--- src/rtl/ahb_arbiter_if.sv ---
// AHB arbitration bundle: per-master request/lock, muxed transfer control in,
// grant and ownership indices out. The arbiter uses the slave modport.
interface ahb_arbiter_if #(
    parameter int unsigned NUM_MASTERS = 2
);
    logic [NUM_MASTERS-1:0] HBUSREQ;
    logic [NUM_MASTERS-1:0] HLOCK;
    logic [1:0]             HTRANS;
    logic [2:0]             HBURST;
    logic                   HREADY;
    logic [1:0]             HRESP;
    logic [NUM_MASTERS-1:0] HGRANT;
    logic [1:0]             HMASTER;
    logic [1:0]             HMASTER_D;
    logic                   HMASTLOCK;

    modport slave (
        input  HBUSREQ, HLOCK, HTRANS, HBURST, HREADY, HRESP,
        output HGRANT, HMASTER, HMASTER_D, HMASTLOCK
    );

    modport master (
        output HBUSREQ, HLOCK, HTRANS, HBURST, HREADY, HRESP,
        input  HGRANT, HMASTER, HMASTER_D, HMASTLOCK
    );
endinterface

--- src/rtl/ahb_arbiter.sv ---
// Burst- and lock-aware AHB arbiter with registered one-hot grant and owner indices.
// Define ARB_ROUND_ROBIN_EN for round-robin; otherwise fixed priority (master 0 highest).
module ahb_arbiter #(
    parameter int unsigned NUM_MASTERS    = 2,
    parameter int unsigned DEFAULT_MASTER = 0
) (
    input  logic         HCLK,
    input  logic         HRESET,
    ahb_arbiter_if.slave bus
);
    localparam int unsigned IDX_W = 2;
    localparam int unsigned CNT_W = 4;

    localparam logic [1:0] TR_BUSY    = 2'd1;
    localparam logic [1:0] TR_NONSEQ  = 2'd2;
    localparam logic [1:0] TR_SEQ     = 2'd3;
    localparam logic [1:0] RESP_ERROR = 2'd1;

    localparam logic [IDX_W-1:0]       DEF_IDX   = IDX_W'(DEFAULT_MASTER);
    localparam logic [NUM_MASTERS-1:0] DEF_GRANT = NUM_MASTERS'(1) << DEFAULT_MASTER;

    logic [NUM_MASTERS-1:0] r_grant;
    logic [IDX_W-1:0]       r_grant_idx;
    logic [IDX_W-1:0]       r_master;
    logic [IDX_W-1:0]       r_master_d;
    logic                   r_mastlock;
    logic [CNT_W-1:0]       r_cnt;
`ifdef ARB_ROUND_ROBIN_EN
    logic [IDX_W-1:0]       r_ptr;
`endif

    logic                   w_fixed;
    logic [CNT_W-1:0]       w_len_m1;
    logic                   w_nonseq_fixed;
    logic                   w_owner_lock;
    logic                   w_next_lock;
    logic                   w_open;
    logic [CNT_W-1:0]       w_cnt_nxt;
    logic                   w_found;
    logic [IDX_W-1:0]       w_win_idx;
    logic [NUM_MASTERS-1:0] w_win_grant;

    // Fixed-length burst decode: beats remaining after the NONSEQ
    always_comb begin
        w_fixed  = 1'b1;
        w_len_m1 = '0;
        case (bus.HBURST)
            3'd2, 3'd3: w_len_m1 = CNT_W'(3);
            3'd4, 3'd5: w_len_m1 = CNT_W'(7);
            3'd6, 3'd7: w_len_m1 = CNT_W'(15);
            default:    w_fixed  = 1'b0;
        endcase
    end

    assign w_nonseq_fixed = (bus.HTRANS == TR_NONSEQ) && w_fixed;

    // Lock of the address-phase owner and of the master about to take ownership
    always_comb begin
        w_owner_lock = 1'b0;
        w_next_lock  = 1'b0;
        for (int unsigned i = 0; i < NUM_MASTERS; i++) begin
            if (r_master == IDX_W'(i))    w_owner_lock = bus.HLOCK[i];
            if (r_grant_idx == IDX_W'(i)) w_next_lock  = bus.HLOCK[i];
        end
    end

    assign w_open = (((r_cnt == '0) && !w_nonseq_fixed) ||
                     ((r_cnt == CNT_W'(1)) && (bus.HTRANS == TR_SEQ))) && !w_owner_lock;

    always_comb begin
        w_cnt_nxt = '0;
        if (w_nonseq_fixed)
            w_cnt_nxt = w_len_m1;
        else if ((bus.HTRANS == TR_SEQ) && (r_cnt != '0))
            w_cnt_nxt = r_cnt - CNT_W'(1);
        else if (bus.HTRANS == TR_BUSY)
            w_cnt_nxt = r_cnt;
    end

    // Winner selection; default master when nobody requests
    always_comb begin
        w_win_idx = DEF_IDX;
        w_found   = 1'b0;
`ifdef ARB_ROUND_ROBIN_EN
        for (int unsigned k = 1; k <= NUM_MASTERS; k++) begin
            for (int unsigned i = 0; i < NUM_MASTERS; i++) begin
                if (!w_found && bus.HBUSREQ[i] &&
                    (((32'(r_ptr) + k) % NUM_MASTERS) == i)) begin
                    w_found   = 1'b1;
                    w_win_idx = IDX_W'(i);
                end
            end
        end
`else
        for (int unsigned i = 0; i < NUM_MASTERS; i++) begin
            if (!w_found && bus.HBUSREQ[i]) begin
                w_found   = 1'b1;
                w_win_idx = IDX_W'(i);
            end
        end
`endif
    end

    always_comb begin
        w_win_grant = '0;
        for (int unsigned i = 0; i < NUM_MASTERS; i++) begin
            if (w_win_idx == IDX_W'(i)) w_win_grant[i] = 1'b1;
        end
    end

    always_ff @(posedge HCLK or posedge HRESET) begin
        if (HRESET) begin
            r_grant     <= DEF_GRANT;
            r_grant_idx <= DEF_IDX;
            r_master    <= DEF_IDX;
            r_master_d  <= DEF_IDX;
            r_mastlock  <= 1'b0;
            r_cnt       <= '0;
`ifdef ARB_ROUND_ROBIN_EN
            r_ptr       <= DEF_IDX;
`endif
        end else if (bus.HREADY) begin
            r_cnt      <= w_cnt_nxt;
            r_master   <= r_grant_idx;
            r_master_d <= r_master;
            r_mastlock <= w_next_lock;
            if (w_open) begin
                r_grant     <= w_win_grant;
                r_grant_idx <= w_win_idx;
`ifdef ARB_ROUND_ROBIN_EN
                r_ptr       <= w_win_idx;
`endif
            end
        end else if (bus.HRESP == RESP_ERROR) begin
            // ERROR abandons the burst so the next ready edge can re-arbitrate
            r_cnt <= '0;
        end
    end

    assign bus.HGRANT    = r_grant;
    assign bus.HMASTER   = r_master;
    assign bus.HMASTER_D = r_master_d;
    assign bus.HMASTLOCK = r_mastlock;

endmodule

--- src/flat_wrapper.sv ---
// flat-port wrapper written by rule: the top's interface ports become plain ports
module ahb_arbiter_flat 
#(
    parameter int unsigned NUM_MASTERS    = 2,
    parameter int unsigned DEFAULT_MASTER = 0
)
  (HCLK, HRESET, bus_HBUSREQ, bus_HLOCK, bus_HTRANS, bus_HBURST, bus_HREADY, bus_HRESP, bus_HGRANT, bus_HMASTER, bus_HMASTER_D, bus_HMASTLOCK);
  ahb_arbiter_if #(.NUM_MASTERS(NUM_MASTERS)) bus_i ();
  input  logic HCLK;
  input  logic HRESET;
  input wire logic [$bits(bus_i.HBUSREQ)-1:0] bus_HBUSREQ;
  input wire logic [$bits(bus_i.HLOCK)-1:0] bus_HLOCK;
  input wire logic [$bits(bus_i.HTRANS)-1:0] bus_HTRANS;
  input wire logic [$bits(bus_i.HBURST)-1:0] bus_HBURST;
  input wire logic [$bits(bus_i.HREADY)-1:0] bus_HREADY;
  input wire logic [$bits(bus_i.HRESP)-1:0] bus_HRESP;
  output wire logic [$bits(bus_i.HGRANT)-1:0] bus_HGRANT;
  output wire logic [$bits(bus_i.HMASTER)-1:0] bus_HMASTER;
  output wire logic [$bits(bus_i.HMASTER_D)-1:0] bus_HMASTER_D;
  output wire logic [$bits(bus_i.HMASTLOCK)-1:0] bus_HMASTLOCK;
  assign bus_i.HBUSREQ = bus_HBUSREQ;
  assign bus_i.HLOCK = bus_HLOCK;
  assign bus_i.HTRANS = bus_HTRANS;
  assign bus_i.HBURST = bus_HBURST;
  assign bus_i.HREADY = bus_HREADY;
  assign bus_i.HRESP = bus_HRESP;
  assign bus_HGRANT = bus_i.HGRANT;
  assign bus_HMASTER = bus_i.HMASTER;
  assign bus_HMASTER_D = bus_i.HMASTER_D;
  assign bus_HMASTLOCK = bus_i.HMASTLOCK;
  ahb_arbiter #(.NUM_MASTERS(NUM_MASTERS), .DEFAULT_MASTER(DEFAULT_MASTER)) u_core (.HCLK(HCLK), .HRESET(HRESET), .bus(bus_i));
endmodule
--- config.mk ---
export PLATFORM = sky130hd
export DESIGN_NAME = ahb_arbiter_flat
export DESIGN_NICKNAME = d
export VERILOG_FILES = /design/src/rtl/ahb_arbiter_if.sv /design/src/rtl/ahb_arbiter.sv /design/src/flat_wrapper.sv
export SDC_FILE = /design/constraint.sdc
export NUM_CORES = 1
export LEC_CHECK = 0
export CORE_MARGIN = 1
export CORE_UTILIZATION = 38
export CTS_CLUSTER_SIZE = 30
export DETAILED_ROUTE_END_ITERATION = 12
export GPL_ROUTABILITY_DRIVEN = 0
export GPL_TIMING_DRIVEN = 0
export HOLD_SLACK_MARGIN = 0.12
export PLACE_DENSITY = 0.74
export SLEW_MARGIN = 20
export SYNTH_ARGS = -nofsm -noshare
export SYNTH_HDL_FRONTEND = slang
export SYNTH_SLANG_ARGS = --single-unit
--- constraint.sdc ---
create_clock -name HCLK -period 1.4 [get_ports HCLK]
set_input_delay 0.28 -clock HCLK [delete_from_list [all_inputs] [get_ports HCLK]]
set_output_delay 0.28 -clock HCLK [all_outputs]
set_load 0.1 [all_outputs]
## Word level (Yosys, flattened, before mapping)

Index checks and enable logic that the tools add are counted.

- Register bits: 13
- Bits of input ports: 14
- Output and inout bits: 7

- Add/sub/neg operators: 1
- Reduce and logical (&&, ||, !) cells: 22
- Eq/ne operators: 15
- Mux-type cells: 15

Operator list:

| kind | number |
|---|---|
| $mux 4 | 5 |
| $eq 3x3->1 const B | 4 |
| $pmux 4 s3 | 1 |
| $mux 1 | 9 |
| $eq 2x1->1 const B | 4 |
| $eq 3x2->1 const B | 2 |
| $logic_and 1x1->1 | 6 |
| $logic_not 2->1 | 3 |
| $reduce_or 2->1 | 3 |
| $reduce_or 6->1 | 1 |
| $eq 2x2->1 const B | 2 |
| $eq 4x1->1 const B | 1 |
| $logic_not 4->1 | 1 |
| $ne 4x2->1 const B | 1 |
| $reduce_and 2->1 | 2 |
| $reduce_bool 4->1 | 1 |
| $sub 4x1->4 const B | 1 |
| $logic_not 1->1 | 3 |
| $reduce_bool 2->1 | 1 |
| $eq 1x1->1 const B | 1 |
| $logic_or 1x1->1 | 1 |

## Longest topological paths before layout

- Depth after elaboration: 9
- Depth in mapped cells: 6

## Worst setup path before layout

No wires, ideal clock.

- Kind: reg2reg
- Start: register u_core.r_master[0] (netlist: u_core.bus.HMASTER[0])
- End: register u_core.r_grant[0] (netlist: u_core.bus.HGRANT[0])
- Data arrival time: 1.928 ns
- Setup slack: -0.613 ns
- Buffers on the path: 0
- Cell stages (with the launch flop): 4
- Library setup time: 0.085 ns
- Path through: dfrtp_1 -> mux2_4 -> nor4_4 -> mux2_1

- Longest elaborated chain between the ends: 6
- Elaborated cells between the ends (all ways): 7

Ends and longest elaborated chain:

| what | RTL line | source |
|---|---|---|
| start: declaration | ahb_arbiter.sv:24 | `logic [IDX_W-1:0] r_master;` |
| start signal: assignment | ahb_arbiter.sv:124 | `r_master <= r_grant_idx;` |
| $logic_not 2->1 | ahb_arbiter.sv:62 | `if (r_master == IDX_W'(i)) w_owner_lock = bus.HLOCK[i];` |
| $mux 1 | ahb_arbiter.sv:62 |  |
| $mux 1 (*) | ahb_arbiter.sv:62 |  |
| $logic_not 1->1 (*) | ahb_arbiter.sv:68 | `((r_cnt == CNT_W'(1)) && (bus.HTRANS == TR_SEQ))) && !w_owner_lock;` |
| $logic_and 1x1->1 (*) | ahb_arbiter.sv:68 |  |
| $reduce_and 2->1 (no line) (*) | n/a |  |
| end signal: assignment | ahb_arbiter.sv:128 | `r_grant <= w_win_grant;` |
| end: declaration | ahb_arbiter.sv:22 | `logic [NUM_MASTERS-1:0] r_grant;` |

Mark *: on every way between the ends. The rest lies on a longest branch, timed or not.
A chain may end at the register's enable or synchronous reset.

## Worst setup path in the final report

- Start: register u_core.r_master[0] (netlist: u_core.bus.HMASTER[0])
- End: register u_core.r_grant_idx[0]

- Longest elaborated chain between the ends: 6
- Elaborated cells between the ends (all ways): 7

Ends and longest elaborated chain:

| what | RTL line | source |
|---|---|---|
| $logic_not 2->1 | ahb_arbiter.sv:62 |  |
| $mux 1 | ahb_arbiter.sv:62 |  |
| $mux 1 (*) | ahb_arbiter.sv:62 |  |
| $logic_not 1->1 (*) | ahb_arbiter.sv:68 |  |
| $logic_and 1x1->1 (*) | ahb_arbiter.sv:68 |  |
| $reduce_and 2->1 (no line) (*) | n/a |  |
| end signal: assignment | ahb_arbiter.sv:129 | `r_grant_idx <= w_win_idx;` |
| end: declaration | ahb_arbiter.sv:23 | `logic [IDX_W-1:0] r_grant_idx;` |

Marked as above.

==> flow_metrics.tcl <==
set metrics [dict create \
    portBuffers 16 \
    fillerInstances 123 \
    die_y_um 41.5 \
    dp_cells 92 \
    cts_sinks 9 \
    fin_hold_ws_ns 0.271 \
    yosysMostFrequentCell "dfrtp_1" \
    synth_warnings 0 \
    cap_violations 0 \
    worstReg2RegStart "u_core.bus.HMASTER[0]" \
    syn-cell-area_um2 592 \
    seqCellArea_um2 230 \
    cp_slowest_cell "dfrtp_4" \
    drv_slew 0 \
    rsz0062_at_grt "true" \
    start_util_pct 43.3 \
    via_per_inst 5.21 \
    syn_area_per_cell_um2 9.86 \
    diodes 0 \
    cp_slowest_stage_delay_ns 0.49 \
    drt_iter0_drc 12 \
    grt_pass1_wl_um 2080 \
    crit_start "u_core.bus.HMASTER[0]" \
    drt-wirelength-per-cell_um 13.0 \
    ys_async_sr_fraction_pct 100 \
    drc_errors 0 \
    leakage_nw 0.397 \
    vias 526 \
    setup_ws_ns -0.0743 \
    drive_gt1_share_pct 34.9 \
    area_growth_pct 48.4 \
    fin_nets 104 \
    grt_pass1_vias 503 \
    finalHoldViolCount 0 \
    cp.arrival_ns 1.65 \
    synth_edf_count 0 \
    synth_common_cells "dfrtp_1, a21oi_1, inv_1" \
    dieArea_mm2 0.00172 \
    routed_wl_um 1310 \
    crit_chain "mux2_4 > nor4_4 > buf_4 > mux2i_1" \
    overflow 0 \
    holdBufCountCts 0 \
    grt_antenna_before_repair 0 \
    critPathRequiredTime_ns 1.58 \
    ys.flop_type "dfrtp_1" \
    synthDominantCellAreaShare_pct 33.8 \
    dp_hpwl_um 949 \
    worstSetupPathType "reg2reg" \
    grt_max_degree 10 \
    clock_latency_ns 0.26 \
    ys_seq_elements 9 \
    num_rows 13 \
    multiInputGateArea_um2 380 \
    final_period_minus_worst_setup_slack_ns 1.47 \
    ant_nets 0 \
    finalCritPeriodShare_pct 105 \
    hold_class "in2async" \
    fmax_mhz 678 \
    coreArea_mm2 0.00137 \
    cts_tree "built" \
    clockRootBuffer "clkbuf_4" \
    synth_largest_area_cell "dfrtp_1" \
    h-tree-depth 1 \
    io_pins 21 \
    clk_path_buf_depth 2 \
    status "finished with violations" \
    fin_worst_skew_ns 0.00550 \
    fp.dieW_um 41.5 \
    worstSetupEndpointType "register" \
    instances_no_fill 101 \
    clkTransAtPathRegs_ns 0.06 \
    cellPowerDensity_mw_per_mm2 1800 \
    cts_buffers 3 \
    cp-start-kind "register" \
    dpl_worst_slack_ns -0.519 \
    ir_worst_vdd_uv 1220 \
    ys_types 28 \
    yosysSeqAreaShare_pct 38.3 \
    first_pass_iters 4 \
    grt.total_usage_pct 15.8 \
    tns_ns -0.182 \
    cp_max_fo 3 \
    syn_inst 60 \
    netlist_top_cells_area "dfrtp_1, ha_1, a22o_1, mux2_1, a21oi_1" \
    setup_viol 3 \
    violations "negative setup slack" \
]
final cells by class:
type / count / share of cell area, %
Multi-Input combinational cell: 44 / 43.3
Sequential cell: 9 / 26.2
Timing Repair Buffer: 21 / 20.8
Clock buffer: 3 / 2.56
Buffer: 3 / 2.28
Inverter: 5 / 2.14
Tap cell: 15 / 2.14
Clock inverter: 1 / 0.570
through the flow:
step / power, mW / util, % / instance area (um^2)
floorplan: 1.12 / - / 599
global placement: 1.32 / 57.0 / 778
detailed placement: 1.33 / 57.0 / 778
CTS: 1.52 / 59.1 / 807
global route: 1.65 / 64.3 / 878
finish: 1.58 / 64.3 / 878
critical path, delay by kind of cell, from the launching register on:
family        cells  cell delay [ns]
simple gates      1             0.26
buf+inv           1             0.16
mux               2             0.48
flops             1             0.49
sequential cells by signal, indices dropped and copies added (netlist names):
name                  count
u_core.bus.HMASTLOCK      1
u_core.bus.HMASTER_D      1
u_core.bus.HMASTER        1
u_core.r_cnt              4
u_core.bus.HGRANT         1
u_core.r_grant_idx        1
cells in the final DEF (no fill, tap or decap), types with 2 or more instances in the layout:
cell and count:
clkdlybuf4s50_1 10, dfrtp_1 7, a21oi_1 5, nand2b_1 2
conb_1 2, mux2_1 2, mux2_4 2, buf_4 9
clkbuf_4 4, buf_2 3, inv_1 3, nand2_1 4
ha_4 2, a22o_1 4, mux2i_1 2, o21ai_1 4
inv_2 2
metal layers:
layer	wire length [um]	global-route usage, %	vias to the layer above
met1	516	20.0	245
met5	0	0	-
met3	91	6.52	0
met4	0	1.94	0
met2	702	25.9	19
li1	-	-	262
what timing repair did:
action	in CTS	in global routing
gates cloned	0	0
resized for setup	29	12
setup buffers	2	3
pin swaps	1	7
setup endpoints to repair	8	6
path summary, 6_finish.rpt:
kind / endpoint / slack [ns] / cells past startpoint
max in group asynchronous: u_core.bus.HGRANT[0] / 0.83 / 2
max: u_core.r_grant_idx[0] / -0.07 / 4
max reg2reg: u_core.r_grant_idx[0] / -0.07 / 4
min reg2reg: u_core.bus.HMASTER_D[0] / 0.49 / 1
min in group HCLK: u_core.bus.HMASTLOCK / 0.33 / 2
min: u_core.bus.HMASTLOCK / 0.27 / 2
logic make-up (layout without fill, tap and decap cells):
family                     count (synthesis)  count (layout)  synth area share [%]
buffers and inverters                      8              33                  6.55
DFF                                        9               9                  38.3
muxes                                      6               6                  11.6
adders and majority gates                  3               3                  6.34
AOI/OAI and AO/OA                         18              18                  19.2
xor gates and xnor gates                   2               2                  2.96
and+or+nand+nor                           13              13                  14.4
other                                      1               2                 0.634
where the power goes:
| group | switching [mW] | internal [mW] | total (mW) |
|---|---|---|---|
| sequential | 0.0661 | 0.358 | 0.424 |
| combinational | 0.672 | 0.291 | 0.963 |
| clock | 0.0882 | 0.105 | 0.193 |
| total | 0.827 | 0.754 | 1.58 |
(Power assumes the default switching activity.)
